===== src/rtl/de1_soc_alternative_hps_master_st_packet_arbiter.sv =====
// Packet-aware round-robin arbiter merging NUM_IN Avalon-ST sources into one channelized
// stream; the grant is held from the first accepted beat until the EOP beat transfers.
module de1_soc_alternative_hps_master_st_packet_arbiter #(
  parameter int unsigned NUM_IN    = 4,
  parameter int unsigned DATA_W    = 8,
  parameter int unsigned CHANNEL_W = 8
) (
  input  logic                       clk,
  input  logic                       reset,
  input  logic [NUM_IN-1:0]          in_valid,
  output logic [NUM_IN-1:0]          in_ready,
  input  logic [NUM_IN*DATA_W-1:0]   in_data,
  input  logic [NUM_IN-1:0]          in_startofpacket,
  input  logic [NUM_IN-1:0]          in_endofpacket,
  input  logic                       out_ready,
  output logic                       out_valid,
  output logic [DATA_W-1:0]          out_data,
  output logic                       out_startofpacket,
  output logic                       out_endofpacket,
  output logic [CHANNEL_W-1:0]       out_channel
);

  localparam int unsigned IdxW = (NUM_IN > 1) ? $clog2(NUM_IN) : 1;

  localparam logic StIdle = 1'b0;
  localparam logic StBusy = 1'b1;

  logic                 state_q, state_d;
  logic [IdxW-1:0]      grant_q, grant_d;
  logic [IdxW-1:0]      rr_ptr_q, rr_ptr_d;
  logic                 out_valid_q, out_valid_d;
  logic [DATA_W-1:0]    out_data_q, out_data_d;
  logic                 out_sop_q, out_sop_d;
  logic                 out_eop_q, out_eop_d;
  logic [CHANNEL_W-1:0] out_channel_q, out_channel_d;

  logic                 pick_found;
  logic [IdxW-1:0]      pick_idx;
  logic                 accept;
  logic                 xfer;
  logic [DATA_W-1:0]    sel_data;
  logic                 sel_sop;
  logic                 sel_eop;
  logic [IdxW-1:0]      grant_next;

  // Search rr_ptr, rr_ptr+1, ... modulo NUM_IN for the first valid source.
  always_comb begin
    int unsigned cand;
    logic [IdxW-1:0] cand_idx;
    cand       = 0;
    cand_idx   = '0;
    pick_found = 1'b0;
    pick_idx   = '0;
    for (int unsigned k = 0; k < NUM_IN; k++) begin
      cand     = (int'(rr_ptr_q) + k) % NUM_IN;
      cand_idx = IdxW'(cand);
      if (!pick_found && in_valid[cand_idx]) begin
        pick_found = 1'b1;
        pick_idx   = cand_idx;
      end
    end
  end

  assign accept     = !out_valid_q || out_ready;
  assign xfer       = (state_q == StBusy) && in_valid[grant_q] && accept;
  assign sel_data   = in_data[int'(grant_q)*DATA_W +: DATA_W];
  assign sel_sop    = in_startofpacket[grant_q];
  assign sel_eop    = in_endofpacket[grant_q];
  assign grant_next = (grant_q == IdxW'(NUM_IN - 1)) ? '0 : grant_q + 1'b1;

  always_comb begin
    in_ready = '0;
    if (state_q == StBusy && accept) begin
      in_ready[grant_q] = 1'b1;
    end
  end

  always_comb begin
    state_d       = state_q;
    grant_d       = grant_q;
    rr_ptr_d      = rr_ptr_q;
    out_valid_d   = out_valid_q;
    out_data_d    = out_data_q;
    out_sop_d     = out_sop_q;
    out_eop_d     = out_eop_q;
    out_channel_d = out_channel_q;

    if (out_valid_q && out_ready) begin
      out_valid_d = 1'b0;
    end

    case (state_q)
      StIdle: begin
        if (pick_found) begin
          grant_d = pick_idx;
          state_d = StBusy;
        end
      end
      StBusy: begin
        if (xfer) begin
          // A load in the same cycle as a drain keeps out_valid high.
          out_valid_d   = 1'b1;
          out_data_d    = sel_data;
          out_sop_d     = sel_sop;
          out_eop_d     = sel_eop;
          out_channel_d = CHANNEL_W'(grant_q);
          if (sel_eop) begin
            state_d  = StIdle;
            rr_ptr_d = grant_next;
          end
        end
      end
      default: state_d = StIdle;
    endcase
  end

  always_ff @(posedge clk) begin
    if (reset) begin
      state_q       <= StIdle;
      grant_q       <= '0;
      rr_ptr_q      <= '0;
      out_valid_q   <= 1'b0;
      out_data_q    <= '0;
      out_sop_q     <= 1'b0;
      out_eop_q     <= 1'b0;
      out_channel_q <= '0;
    end else begin
      state_q       <= state_d;
      grant_q       <= grant_d;
      rr_ptr_q      <= rr_ptr_d;
      out_valid_q   <= out_valid_d;
      out_data_q    <= out_data_d;
      out_sop_q     <= out_sop_d;
      out_eop_q     <= out_eop_d;
      out_channel_q <= out_channel_d;
    end
  end

  assign out_valid         = out_valid_q;
  assign out_data          = out_data_q;
  assign out_startofpacket = out_sop_q;
  assign out_endofpacket   = out_eop_q;
  assign out_channel       = out_channel_q;

endmodule


===== config.mk =====
export PLATFORM = sky130hd
export DESIGN_NAME = de1_soc_alternative_hps_master_st_packet_arbiter
export DESIGN_NICKNAME = d
export VERILOG_FILES = /design/src/rtl/de1_soc_alternative_hps_master_st_packet_arbiter.sv
export SDC_FILE = /design/constraint.sdc
export NUM_CORES = 1
export LEC_CHECK = 0
export ABC_AREA = 1
export CAP_MARGIN = 20
export CORE_ASPECT_RATIO = 0.8
export CORE_UTILIZATION = 30
export CTS_BUF_LIST = sky130_fd_sc_hd__clkbuf_8
export DETAILED_ROUTE_END_ITERATION = 10
export GPL_TIMING_DRIVEN = 0
export PLACE_DENSITY = 0.7
export SYNTH_ARGS = -nofsm -noshare
export SYNTH_HDL_FRONTEND = slang
export SYNTH_SLANG_ARGS = --single-unit

===== constraint.sdc =====
create_clock -name clk -period 3.8 [get_ports clk]
set_input_delay 0.95 -clock clk [delete_from_list [all_inputs] [get_ports clk]]
set_output_delay 0.95 -clock clk [all_outputs]
set_load 0.005 [all_outputs]

# Word-level counts from Yosys, hierarchy flattened
# Index checks and enable logic that the tools add are counted.
# word_totals
register_bits,18
in_bits,47
output_inout_bits,23
word_cells,70
# classes
n_addsub,4
n_lt_le_gt_ge,6
eq_ne,1
shift,1
n_mux,33
bitwise_logic,1
n_reduce_logical,16
# ops
operator,n
32-bit by 6-bit indexed part select with 8-bit output,1
1-bit two-way mux,18
2-bit by 3-bit less-than comparator with 1-bit output (second input constant),5
1-bit binary-select mux with 2-bit select,7
2-bit two-way mux,5
1-bit logical AND,8
2-bit by 1-bit adder with 2-bit output (second input constant),2
2-bit adder (second input constant),2
1-bit logical NOT,4
4-bit two-way mux,1
2-bit AND reduction,2
3-bit AND reduction,1
1-bit demux with 2-bit select,1
2-bit == test (second input constant),1
2-bit by 1-bit greater-or-equal comparator with 1-bit output (second input constant),1
1-bit case mux with 2 select lines,1
1-bit logical OR,1
1-bit NOT,1

# Longest topological paths before layout
# Gate-level depths: netlist of run 1.
# depth
depth_word,14
mapped_depth,11
mapped_depth_nobuf,11

# Worst setup path after synthesis of run 1
# Ideal clock, no wire load.
# synth_timing
path_kind,in2out
from,input port out_ready
to,output port in_ready[0]
t_arrival_ps,1258
required_time_ps,2850
path_slack_ps,1592
path_stages,4
n_path_buf,0
path_cell_list,nor2_1 > inv_1 > nand2_1 > nor2_1
# synth_between
elab_chain_cells,3
# synth_lines
item,line_no,rtl
"start, declared",15,"input logic out_ready,"
1-bit logical OR,64,assign accept = !out_valid_q || out_ready;
1-bit logical AND,73,if (state_q == StBusy && accept) begin
4-bit two-way mux,73,
"end, declared",11,"output logic [NUM_IN-1:0] in_ready,"
# Every way passes these cells.

# Worst setup path in the final report of run 1
# layout_timing
from,input port out_ready
to,output port in_ready[3]
# Same word-level chain as after synthesis.

==> flow_summary.ini, run 1 <==
[synthesis]
synth-seq-cells = 18
syn_avg_cell_area_um2 = 6.09
netlist_instances = 222
yosys.area.top_type = dfxtp_1
synth_xor_area_frac = 0
synth_area_mm2 = 0.00135
synth_common_cells = nor2_1 (51), nand2_1 (37), o21ai_0 (24)
synth_top_area_share = 0.266
muxShareOfSynthArea = 0
yosysMostFrequentCell = nor2_1
synth_edf_count = 0
synth_adder_area_share = 0.0370
synth_cell_types = 24
seq_area_frac_synth = 0.266
synth_compound_area_frac = 0.208
async_flop_share = 0
synthSimpleGateAreaFrac = 0.349
synthTopCellsByArea = dfxtp_1 (27%), nor2_1 (14%), nand2_1 (10%)
ys.flop_type = dfxtp_1
synth_top_family_by_area = simple AND/OR/NAND/NOR gates
yosys_warnings = 0

[cells_and_area]
fillers = 468
fin_nets = 346
area_growth_syn_to_layout_pct = 57.4
stdcell_count = 351
n_antenna_cell = 0
fin_util = 0.500
layout-drive-gt1-share = 0.116

[timing]
finClkSkew_ns = 0.00301
worst_hold_slack_ns = 0.475
tns_ns = 0
maxSlewViolCount = 0
fin_crit_sh = 0.876
fmax_ghz = 0.300
rsz0062_at_grt = false
setup_viol_count_final = 0
fin_crit_ns = 3.33
finalHoldViolCount = 0

[global_route]
grt_antenna_before_repair = 0
grt_max_degree = 12
gr-total-overflow = 0
grt_pass1_wl_mm = 6.92
gr-usage-all-layers = 0.187
grt_pass1_vias = 1498

[power_and_ir_drop]
vdd_drop_max_mv = 0.196
powerDensity_mw_per_mm2 = 468
p_leak_uw = 0.000929

[clocking]
cts_hold_buf = 0
cts_tree = built
clock-sinks = 18
post_cts_buffers = 0
htreeDepth = 1
clockBufferDepth = 2
root_buffer = clkbuf_8
cts_resized = 0
clk_latency_ns = 0.26
numCtsBuffers = 3
clkTransAtPathRegs_ns = 0.07

[detailed_routing]
routed_wl_mm = 4.21
wl_per_cell_um = 12.0
drcViolationCount = 0
drt_iter0_drc = 148
vias = 1596
viasPerCell = 4.55
ant_nets = 0
firstDrtPassIters = 4

[setup_path]
crit_fanout = 4
worstSetupEndpointType = output pin
worstSetupPathType = primary input to output pin
crit_required_ns = 2.85
cp.arrival_ns = 2.38
start_kind = primary input

[worst_hold_path]
hold_class = flip-flop to flip-flop

[floorplan]
die_y_um = 62.1
coreArea_mm2 = 0.00426
io_pins = 70
die_area_mm2 = 0.00478
start_util = 0.318
rows = 21
die_w_um = 77.1

[placed_design]
port_buffers = 63
dp_hpwl_mm = 3.20
dp.cells = 347
globalplace.congestion = 0.812

[run]
maxCapViolCount = 0

[run_status]
status = complete, no violations
==> metal layers <==
layer	part of all wire	wire length [um]	GRT usage	vias up
li1	-	-	-	854
met1	0.50	2090	0.245	696
met2	0.44	1860	0.324	43
met3	0.057	242	0.0453	3
met4	0.0050	21	0.0323	0
met5	0	0	0	-
==> per-stage QoR <==
stage	setup slack (ns)	power, uW	instance area, um^2
3_3_place_gp	0.476	831	2070
6_report	0.470	995	2130
3_5_place_dp	0.483	835	2070
4_1_cts	0.478	1000	2130
5_1_grt	0.410	1090	2130
2_1_floorplan	1.59	620	1370
==> final timing paths <==
check / from / endpoint / slack [ns] / depth (start not counted)
worst max-delay path: out_ready / in_ready[3] / 0.47 / 6
worst min-delay path: out_endofpacket$_SDFFE_PP0P_ / out_endofpacket$_SDFFE_PP0P_ / 0.48 / 2
worst max register to register: grant_q[0]$_SDFFE_PP0P_ / rr_ptr_q[1]$_SDFFE_PP0P_ / 2.25 / 8
worst min register to register: out_endofpacket$_SDFFE_PP0P_ / out_endofpacket$_SDFFE_PP0P_ / 0.48 / 2
==> layout by cell type (no fill, tap or decap) <==
cell type / Yosys / routed
clkbuf_2: 1 / 1
nand4_2: 1 / 1
inv_1: 16 / 16
nand2_2: 7 / 7
o22ai_1: 1 / 1
dfxtp_1: 18 / 18
nor2_2: 2 / 2
ha_1: 4 / 4
nand2_1: 37 / 37
buf_2: 3 / 3
inv_2: 3 / 3
o21ai_0: 24 / 24
a31oi_1: 8 / 8
buf_4: 9 / 9
buf_6: 2 / 2
nand4_1: 1 / 1
a21oi_1: 8 / 8
nor2_1: 51 / 51
conb_1: 1 / 6
o21ai_1: 13 / 13
clkdlybuf4s50_1: 0 / 63
nand3_1: 9 / 9
clkbuf_8: 0 / 4
clkbuf_1: 1 / 1
nor2_4: 1 / 1
nand3_2: 1 / 1
==> cells by family after synthesis <==
group / Yosys count
AND/OR/NAND/NOR: 110
AO/OA/AOI/OAI: 54
buffers and inverters: 35
flip-flops: 18
adder cells (fa/ha/maj): 4
other: 1
==> flip-flops by register name, summed over array words and instances (netlist names) <==
signal / cells
out_channel: 2
out_data: 8
out_valid: 1
out_startofpacket: 1
grant_q: 2
out_endofpacket: 1
state_q: 1
rr_ptr_q: 2
==> where the power goes <==
part	total, uW	switching, uW	internal [uW]
logic	561	304	257
clock network	161	68.8	92.2
registers	273	37.6	235
total	995	411	585
==> worst max-delay path: stages <==
cell and delay [ns]:
clkdlybuf4s50_1 0.46, nor2_1 0.04, inv_1 0.12, nand2_1 0.13
nor2_1 0.16, clkdlybuf4s50_1 0.52
==> final cells by class <==
type	instances	area, um^2	share of cell area
Inverter	19	71.3	0.0335
Multi-Input combinational cell	174	826	0.388
Tap cell	57	71.3	0.0335
Sequential cell	18	360	0.169
Buffer	16	114	0.0535
Timing Repair Buffer	63	631	0.296
Clock buffer	4	55.1	0.0259
Power figures use the tool's default switching activity.
==> run 2: changes to the inputs <==
CORE_UTILIZATION = 35   (was 30)
PLACE_DENSITY = 0.78   (was 0.7)
==> flow_summary.ini, run 2 (synthesized netlist as in run 1, its figures left out) <==
[detailed_routing]
wl_per_cell_um = 13.0
drcViolationCount = 0
routed_wl_mm = 4.38
firstDrtPassIters = 4
ant_nets = 0
drt_iter0_drc = 106
viasPerCell = 4.87
vias = 1635

[clocking]
clock-sinks = 18
clockBufferDepth = 2
cts_tree = built
clk_latency_ns = 0.26
cts_hold_buf = 0
root_buffer = clkbuf_8
numCtsBuffers = 3
htreeDepth = 1
clkTransAtPathRegs_ns = 0.07
cts_resized = 0
post_cts_buffers = 0

[setup_path]
cp_slowest_cell = clkdlybuf4s50_1
reg2reg_setup_slack_ns = 2.22
critical_path.top_delay_family = buffers and inverters
cpPeakStageDelay_ns = 0.54
crit_required_ns = 2.85
worstSetupPathType = primary input to output pin
worstSetupEndpointType = output pin
crit_fanout = 4
start_kind = primary input
cp.arrival_ns = 2.37
path_cells = clkdlybuf4s50_1 -> nor2_1 -> inv_1 -> nand2_1 -> nor2_1 -> clkdlybuf4s50_1
path_buf_inv = 3

[floorplan]
coreArea_mm2 = 0.00357
die_y_um = 57.6
start_util = 0.379
die_area_mm2 = 0.00412
rows = 19
io_pins = 70
die_w_um = 71.5

[timing]
rsz0062_at_grt = false
finalHoldViolCount = 0
finClkSkew_ns = 0.00304
setup_viol_count_final = 0
tns_ns = 0
maxSlewViolCount = 0
worst_slack_ns = 0.483
fin_crit_sh = 0.873
fin_crit_ns = 3.32
fmax_ghz = 0.301

[cells_and_area]
fin_nets = 346
layout_commonest_cell = clkdlybuf4s50_1
layout-drive-gt1-share = 0.116
n_antenna_cell = 0
area_growth_syn_to_layout_pct = 56.0
largest_register_ffs = 8
mostFrequentLayoutCells = clkdlybuf4s50_1 (63), nor2_1 (51), nand2_1 (37)
fillers = 349

[power_and_ir_drop]
p_leak_uw = 0.000929
vdd_drop_max_mv = 0.270
power.total_uw = 1010
powerDensity_mw_per_mm2 = 479

[global_route]
grt_pass1_vias = 1493
gr-usage-all-layers = 0.227
gr-total-overflow = 0
grt_antenna_before_repair = 0
grt_pass1_wl_mm = 7.16
grt_max_degree = 12

[run]
maxCapViolCount = 0

[run_status]
status = complete, no violations

[worst_hold_path]
hold_class = flip-flop to flip-flop

[placed_design]
port_buffers = 63
globalplace.congestion = 0.863
pre_cts_ws_ns = 0.489
dp_hpwl_mm = 3.35
## run 2: cell counts in the layout (fill, tap and decap cells not counted)
Identical to the previous run, type by type.
## run 2: layout make-up
| type | instances | area, um^2 | share of cell area |
|---|---|---|---|
| clock buffers | 4 | 55.1 | 0.0261 |
| repair buffers | 63 | 631 | 0.299 |
| flip-flops and latches | 18 | 360 | 0.171 |
| well taps | 42 | 52.6 | 0.0249 |
| inverters | 19 | 71.3 | 0.0338 |
| multi-input cells | 174 | 826 | 0.391 |
| plain buffers | 16 | 114 | 0.0540 |
## run 2: metrics by stage
| step | hold WS, ns | cell area (um^2) | instances | util |
|---|---|---|---|---|
| floorplan | 0.456 | 1370 | 227 | - |
| global placement | 0.463 | 2050 | 332 | 0.576 |
| detailed placement | 0.462 | 2050 | 332 | 0.576 |
| CTS | 0.483 | 2110 | 336 | 0.592 |
| global route | 0.509 | 2110 | 336 | 0.592 |
| finish | 0.488 | 2110 | 336 | 0.592 |
## run 2: metal layers
layer / routed length [um] / GRT usage
met4: 80 / 0.0784
met1: 2020 / 0.316
met5: 0 / 0
met2: 1940 / 0.343
met3: 337 / 0.0583
## run 2: final timing paths
check,start,endpoint,cells past startpoint
setup / recovery,out_ready,in_ready[2],6
hold / removal,out_endofpacket$_SDFFE_PP0P_,out_endofpacket$_SDFFE_PP0P_,2
setup reg to reg,grant_q[0]$_SDFFE_PP0P_,rr_ptr_q[1]$_SDFFE_PP0P_,8
hold reg to reg,out_endofpacket$_SDFFE_PP0P_,out_endofpacket$_SDFFE_PP0P_,2
## run 2: tightest hold or removal path: cells and delay by family, from the launching register on
family,cells,cell delay (ns)
AOI/OAI and AO/OA,1,0.06
DFF,1,0.32
and+or+nand+nor,1,0.06
## run 2: report_power, final
group	leakage, uW	internal, uW	switching, uW
Sequential	0.000148	235	38.4
Clock	0.0000288	92.3	72.1
Combinational	0.000752	258	314
==> run 3: changes to the inputs <==
CORE_UTILIZATION = 44   (was 35)
PLACE_DENSITY = 0.94   (was 0.78)
REMOVE_ABC_BUFFERS = 1   (was not set)
==> flow_summary.ini, run 3 (synthesized netlist as in run 1, its figures left out) <==
[global_route]
grt_pass1_wl_mm = 6.22
grt_max_degree = 28
grt_pass1_vias = 1476
gr-usage-all-layers = 0.240
gr-total-overflow = 0
grt_antenna_before_repair = 0

[clocking]
cts_tree = built
cts_resized = 0
post_cts_buffers = 0
root_buffer = clkbuf_8
numCtsBuffers = 3
clockBufferDepth = 2
clock-sinks = 18
clk_latency_ns = 0.25
clkTransAtPathRegs_ns = 0.07
cts_hold_buf = 0
htreeDepth = 1

[power_and_ir_drop]
vdd_drop_max_mv = 0.306
powerDensity_mw_per_mm2 = 476
p_leak_uw = 0.000849

[detailed_routing]
firstDrtPassIters = 6
routed_wl_mm = 3.72
vias = 1579
viasPerCell = 5.00
wl_per_cell_um = 11.8
drcViolationCount = 0
ant_nets = 0
drt_iter0_drc = 47

[timing]
setup_viol_count_final = 0
fmax_ghz = 0.294
rsz0062_at_grt = false
fin_crit_sh = 0.895
slew_headroom = 0.386
finalHoldViolCount = 0
maxSlewViolCount = 0
fin_crit_ns = 3.40
worstMarginPinSlew_ns = 0.920
tns_ns = 0
finClkSkew_ns = 0.00184

[setup_path]
cpPeakStageDelay_ns = 0.93
worstSetupEndpointType = output pin
worstSetupPathType = flip-flop to output pin
cp_slowest_cell = dfxtp_1
reg2reg_setup_slack_ns = 1.36
worst-r2r-cell-count = 8
rr_startpoint = grant_q[0]$_SDFFE_PP0P_
start_kind = flip-flop
critical_path.top_delay_family = flip-flops
endpoint = in_ready[2]
worstSetupStartpoint = grant_q[0]$_SDFFE_PP0P_
r2r_end = rr_ptr_q[1]$_SDFFE_PP0P_
crit_fanout = 27
cp.arrival_ns = 2.45
cp_num_cells = 5
path_buf_inv = 3
path_cells = inv_2 -> ha_1 -> inv_1 -> nor2_1 -> clkdlybuf4s50_1
crit_required_ns = 2.85

[placed_design]
globalplace.congestion = 0.890
dp_hpwl_mm = 2.63
port_buffers = 63

[cells_and_area]
layout-drive-gt1-share = 0.0683
fillers = 255
area_growth_syn_to_layout_pct = 47.2
n_antenna_cell = 0
layout_commonest_cell = clkdlybuf4s50_1
largest_register_ffs = 8
fin_nets = 330
fin_util = 0.704
mostFrequentLayoutCells = clkdlybuf4s50_1 (63), nor2_1 (51), nand2_1 (37)

[run]
maxCapViolCount = 0

[floorplan]
start_util = 0.478
coreArea_mm2 = 0.00283
die_w_um = 64.0
io_pins = 70
die_area_mm2 = 0.00330
die_y_um = 51.6
rows = 17

[run_status]
status = complete, no violations

[worst_hold_path]
hold_class = flip-flop to flip-flop
==> run 3: cell types whose count changed in the layout (fill, tap and decap cells not counted), sizes merged <==
cell    change
buf        -14
clkbuf      -2
==> run 3: area by class of cell <==
type	count	area (um^2)	share of cell area
clock buffers	4	55.1	0.0277
repair buffers	63	631	0.317
flip-flops and latches	18	360	0.181
multi-input cells	174	826	0.415
inverters	19	71.3	0.0358
well taps	38	47.5	0.0239
==> run 3: power by group <==
part / switching (uW) / internal (uW)
logic: 261 / 225
clock network: 63.7 / 92.0
registers: 70.3 / 235
==> run 3: tightest hold or removal path: stages, from the launching register on <==
cell,delay (ns)
dfxtp_1,0.31
nand2_1,0.06
a21oi_1,0.06
==> run 3: worst min-delay path by stage <==
| stage | endpoint | start | cells past startpoint |
|---|---|---|---|
| global route | out_endofpacket$_SDFFE_PP0P_ | out_endofpacket$_SDFFE_PP0P_ | 2 |
| detailed placement | out_endofpacket$_SDFFE_PP0P_ | out_endofpacket$_SDFFE_PP0P_ | 2 |
| global placement | out_endofpacket$_SDFFE_PP0P_ | out_endofpacket$_SDFFE_PP0P_ | 2 |
| finish | out_endofpacket$_SDFFE_PP0P_ | out_endofpacket$_SDFFE_PP0P_ | 2 |
| CTS | out_endofpacket$_SDFFE_PP0P_ | out_endofpacket$_SDFFE_PP0P_ | 2 |
| floorplan | out_endofpacket$_SDFFE_PP0P_ | out_endofpacket$_SDFFE_PP0P_ | 2 |
==> run 3: metrics by stage <==
stage	cell area (um^2)	instances	worst slack [ns]	hold WS (ns)	total power [uW]
floorplan	1260	211	1.56	0.456	581
global placement	1940	312	0.590	0.454	774
detailed placement	1940	312	0.587	0.477	792
CTS	1990	316	0.374	0.489	951
global route	1990	316	0.240	0.524	1030
finish	1990	316	0.400	0.484	948
==> run 3: metal layers <==
| layer | part of all wire | vias to the layer above | track usage | wire length [um] |
|---|---|---|---|---|
| met4 | 0.0038 | 0 | 0.0341 | 14 |
| met3 | 0.078 | 2 | 0.0658 | 289 |
| met2 | 0.50 | 65 | 0.450 | 1850 |
| met5 | 0 | - | 0 | 0 |
| met1 | 0.42 | 691 | 0.278 | 1560 |
| li1 | - | 821 | - | - |
